===== src/rtl/inst_loader_pkg.sv =====
// Shared processor definitions used by the instruction loader.
package inst_loader_pkg;

  typedef enum logic [1:0] {
    IDLE,
    LOAD,
    CHECK,
    DONE
  } state_t;

  localparam int WORD_BYTES = 4;

endpackage


===== src/rtl/inst_loader.sv =====
// Byte-stream instruction-memory loader: assembles little-endian words and writes them.
// Define INST_LOADER_CHECKSUM_EN to require a trailing modulo-256 checksum byte.
module inst_loader
  import inst_loader_pkg::*;
#(
  parameter int DEPTH = 64,
  parameter int AW    = 6
) (
  input  logic          clk,
  input  logic          rst,
  input  logic          start,
  input  logic [AW:0]   len,
  input  logic          byte_valid,
  input  logic [7:0]    byte_data,
  output logic          byte_ready,
  output logic          mem_we,
  output logic [AW-1:0] mem_addr,
  output logic [31:0]   mem_wdata,
  output logic          busy,
  output logic          done,
  output logic          error,
  output logic          cpu_rst_hold
);

  localparam logic [AW:0] DEPTH_W   = (AW+1)'(DEPTH);
  localparam logic [AW:0] ONE_W     = (AW+1)'(1);
  localparam logic [1:0]  LAST_BYTE = 2'(WORD_BYTES - 1);

  state_t      state;
  logic [1:0]  byte_cnt;
  logic [AW:0] word_cnt;
  logic [AW:0] last_word;
  logic [23:0] word_buf;
  logic        accept;
  logic        len_ok;
`ifdef INST_LOADER_CHECKSUM_EN
  logic [7:0]  sum;
`endif

  assign accept = byte_valid && byte_ready;
  assign len_ok = (len != '0) && (len <= DEPTH_W);

  always_ff @(posedge clk or posedge rst) begin
    if (rst) begin
      state        <= IDLE;
      byte_cnt     <= '0;
      word_cnt     <= '0;
      last_word    <= '0;
      word_buf     <= '0;
      byte_ready   <= 1'b0;
      mem_we       <= 1'b0;
      mem_addr     <= '0;
      mem_wdata    <= '0;
      busy         <= 1'b0;
      done         <= 1'b0;
      error        <= 1'b0;
      cpu_rst_hold <= 1'b1;
`ifdef INST_LOADER_CHECKSUM_EN
      sum          <= '0;
`endif
    end else begin
      mem_we <= 1'b0;
      case (state)
        IDLE, DONE: begin
          if (start) begin
            cpu_rst_hold <= 1'b1;
            if (len_ok) begin
              state      <= LOAD;
              done       <= 1'b0;
              error      <= 1'b0;
              byte_cnt   <= '0;
              word_cnt   <= '0;
              last_word  <= len - ONE_W;
              busy       <= 1'b1;
              byte_ready <= 1'b1;
`ifdef INST_LOADER_CHECKSUM_EN
              sum        <= '0;
`endif
            end else begin
              state      <= DONE;
              done       <= 1'b1;
              error      <= 1'b1;
              busy       <= 1'b0;
              byte_ready <= 1'b0;
            end
          end
        end
        LOAD: begin
          if (accept) begin
`ifdef INST_LOADER_CHECKSUM_EN
            sum <= sum + byte_data;
`endif
            if (byte_cnt == LAST_BYTE) begin
              // The 4th byte goes straight into the write data, so the
              // write lands one cycle after its handshake with no stall.
              mem_we    <= 1'b1;
              mem_addr  <= word_cnt[AW-1:0];
              mem_wdata <= {byte_data, word_buf};
              byte_cnt  <= '0;
              word_cnt  <= word_cnt + ONE_W;
              if (word_cnt == last_word) begin
`ifdef INST_LOADER_CHECKSUM_EN
                state        <= CHECK;
`else
                state        <= DONE;
                busy         <= 1'b0;
                byte_ready   <= 1'b0;
                done         <= 1'b1;
                cpu_rst_hold <= 1'b0;
`endif
              end
            end else begin
              case (byte_cnt)
                2'd0:    word_buf[7:0]   <= byte_data;
                2'd1:    word_buf[15:8]  <= byte_data;
                default: word_buf[23:16] <= byte_data;
              endcase
              byte_cnt <= byte_cnt + 2'd1;
            end
          end
        end
`ifdef INST_LOADER_CHECKSUM_EN
        CHECK: begin
          if (accept) begin
            state        <= DONE;
            busy         <= 1'b0;
            byte_ready   <= 1'b0;
            done         <= 1'b1;
            error        <= (byte_data != sum);
            cpu_rst_hold <= (byte_data != sum);
          end
        end
`endif
        default: begin
          state      <= IDLE;
          busy       <= 1'b0;
          byte_ready <= 1'b0;
        end
      endcase
    end
  end

endmodule


===== config.mk =====
export PLATFORM = sky130hd
export DESIGN_NAME = inst_loader
export DESIGN_NICKNAME = d
export VERILOG_FILES = /design/src/rtl/inst_loader_pkg.sv /design/src/rtl/inst_loader.sv
export SDC_FILE = /design/constraint.sdc
export NUM_CORES = 1
export LEC_CHECK = 0
export BUFFER_PORTS_ARGS = -buffer_cell sky130_fd_sc_hd__buf_2
export CAP_MARGIN = 20
export CORE_MARGIN = 2
export CORE_UTILIZATION = 55
export CTS_CLUSTER_SIZE = 8
export DETAILED_ROUTE_END_ITERATION = 8
export HOLD_SLACK_MARGIN = 0.15
export PLACE_DENSITY = 0.78
export SLEW_MARGIN = 20
export SYNTH_ARGS = -nofsm -noshare
export SYNTH_HDL_FRONTEND = slang
export SYNTH_SLANG_ARGS = --single-unit

===== constraint.sdc =====
create_clock -name clk -period 3.5 [get_ports clk]
set_input_delay 0.175 -clock clk [delete_from_list [all_inputs] [get_ports clk]]
set_output_delay 0.175 -clock clk [all_outputs]
set_load 0.03 [all_outputs]

==> impl_metrics.yaml <==
hold_path:
  hp-class: "input port to flop"
  min_path_cells: 3
  min_from: "start"
  min_to: "error"
timing:
  period_share_pct: 63.66
  tightestPinTransition_ns: 0.9111
  setup_tns_ns: 0
  skew_ns: 0.01380
  rsz0062_at_grt: "no"
  max_freq_mhz: 448.8
  post-route-min-period_ns: 2.228
  drv_slew: 0
  setup_viol: 0
  finalHoldViolations: 0
  slew_headroom_pct: 39.19
global_routing:
  grt_overflow_total: 0
  track_usage_pct: 19.49
  grt_pass1_wl_um: 11230
  grt_max_degree: 55
  grt_antenna_before_repair: 0
  grt_pass1_vias: 2300
logic_synthesis:
  synth_top_area_cell: "dfrtp_1"
  synth_edf_count: 0
  ys_types: 42
  synth-seq-area-share_pct: 56.83
  ys_seq_elements: 85
  syn_avg_cell_area_um2: 13.19
  synth_top_cell_area_share_pct: 56.13
  synthCells: 284
  ys_warn_count: 0
  synthFlopType: "dfrtp_1"
  yosys-top-cells-area: "dfrtp_1, mux2_2, ha_1"
  synth_area_um2: 3745
  syn_nets: 312
  async_flop_share_pct: 100.0
setup_path:
  worstPathRequired_ns: 3.74
  crit_type: "flop to flop"
  cp_slowest_cell: "dfrtp_1"
  reg2reg_from: "state[1]"
  r2r-end: "mem_addr[1]"
  start_kind: "flop"
  rr_worst_depth: 7
  crit_fanout: 28
  r2r_slack_ns: 1.27
  max_stage_delay_ns: 0.39
  crit_path_end_kind: "flop"
  worstPathArrival_ns: 2.47
  path_cells: "inv_1, ha_1, inv_2, nor2_2, nand2_1, buf_12, mux2_2"
routing:
  drt_iter0_markers: 81
  drt-vias-per-instance: 5.355
  wl_um: 6645
  drtAntennaViolNets: 0
  wl_per_cell_um: 14.93
  drtPass1Iterations: 6
  drc: 0
  routed-via-count: 2383
cts:
  cts_setup_buffers: 0
  clk_latency_ns: 0.36
  htree_levels: 3
  numCtsBuffers: 9
  cts.clk_slew.worst_paths_ns: 0.09
  cts_root_buffer: "clkbuf_8"
  clock_sinks: 85
  clk_path_buf_depth: 2
  cts_tree: "built"
job:
  maxCapViolCount: 0
final_layout:
  nNetsFinal: 388
  final_common_cell: "dfrtp_1"
  antenna_cells: 0
  area.growth.synth_to_final_pct: 17.91
  final_cell_mix: "dfrtp_1, mux2_2, buf_2, nand2_1, o21ai_0"
  layout-drive-gt1-share_pct: 43.01
  nFillCells: 512
  final_core_util_pct: 66.09
floorplan:
  fp.dieArea_um2: 7485
  ios: 63
  die_y_um: 86.52
  start_util_pct: 56.05
  fp-row-count: 30
  core_area_um2: 6681
  fp.dieW_um: 86.52
placed_design:
  place_hpwl_um: 4574
  gp_congestion: 0.8794
  port_buffers: 62
pwr:
  irDropWorstVdd_mv: 0.3521
  power-per-cell-area_nw_per_um2: 611.7
  p_leak_nw: 2.330
run_status:
  status: "complete, no violations"
cells by family (layout without fill, tap and decap cells):
logic type                 after synthesis  count (layout)  share of synthesized area [%]
DFF                                     85              85                          56.83
xor gates and xnor gates                13              13                          3.040
AOI/OAI and AO/OA                       35              35                          6.582
muxes                                   66              66                          19.88
adders and majority gates                9               9                          3.007
and+or+nand+nor                         54              54                          7.385
buffers and inverters                   22             103                          3.274
what timing repair did:
item / in CTS / in global routing
hold endpoints to repair: 87 / 0
endpoints found under the setup margin: 0 / 0
hold buffers: 12 / 0
resized for setup: 0 / 0
worst max path at each step:
stage                        start  slack, ns             to
final                     state[1]       1.27    mem_addr[1]
after global routing        len[0]       1.06           done
after CTS                 state[1]       1.26    mem_addr[1]
after detailed placement  state[1]       1.27  mem_wdata[27]
after global placement    state[1]       1.36    mem_addr[0]
after floorplan                rst       1.13           busy
registers in the layout, summed over array words and instances (netlist names), 2 cells and up:
register   count
mem_addr       6
byte_cnt       2
state          2
last_word      7
word_buf      24
word_cnt       7
mem_wdata     32
stage by stage:
stage / instances / cell area, um2 / setup slack (ns) / hold slack, ns / power (mW)
floorplan: 284 / 3745 / 1.133 / 0.2849 / 1.884
global placement: 417 / 4103 / 1.362 / 0.3916 / 2.018
detailed placement: 417 / 4103 / 1.274 / 0.3999 / 2.053
CTS: 445 / 4415 / 1.258 / 0.1507 / 2.731
global route: 445 / 4415 / 1.059 / 0.1898 / 2.866
finish: 445 / 4415 / 1.272 / 0.1623 / 2.701
synth_stat cells, types with 2 or more instances:
cell type  count
inv_1         10
xor2_1         7
dfrtp_1       84
nand2_1       18
buf_2          5
buf_4          3
and4_1         3
nor3b_1        2
nor3_1         4
buf_6          3
a22o_1         4
mux2_2        64
o21ai_0       14
nand4_1        2
a21o_1         3
nor2_1        13
a21oi_1        3
a21oi_2        2
xnor2_1        6
ha_1           9
nand3_1        4
worst max-delay path, delay by kind of cell, from the launching register on:
family,cells,cell delay (ns)
mux,1,0.28
simple gates,2,0.55
buf+inv,3,0.54
fa+ha+maj,1,0.35
flops,1,0.39
layer usage:
layer  wire length (um)  GRT usage (%)  vias to the layer above
met3                286          4.952                        6
met4                 68          7.102                        0
met1               3091          26.89                     1166
li1                   -              -                     1155
met5                  0              0                        -
met2               3199          30.14                       56
layout make-up:
class / count / area (um2) / share of cell area (%)
multi-input combinational: 177 / 1494 / 33.83
clock inverter: 7 / 68.82 / 1.559
timing repair buffer: 76 / 457.9 / 10.37
tap: 80 / 100.1 / 2.267
sequential: 85 / 2128 / 48.20
inverter: 11 / 42.54 / 0.9634
clock buffer: 9 / 123.9 / 2.805
power by group:
group / leakage, nW / internal [mW] / switching [mW]
Clock: 0.0911 / 0.275 / 0.389
Sequential: 1.13 / 1.20 / 0.118
Combinational: 1.10 / 0.312 / 0.410
Total: 2.33 / 1.78 / 0.917
Power figures use the tool's default switching activity.
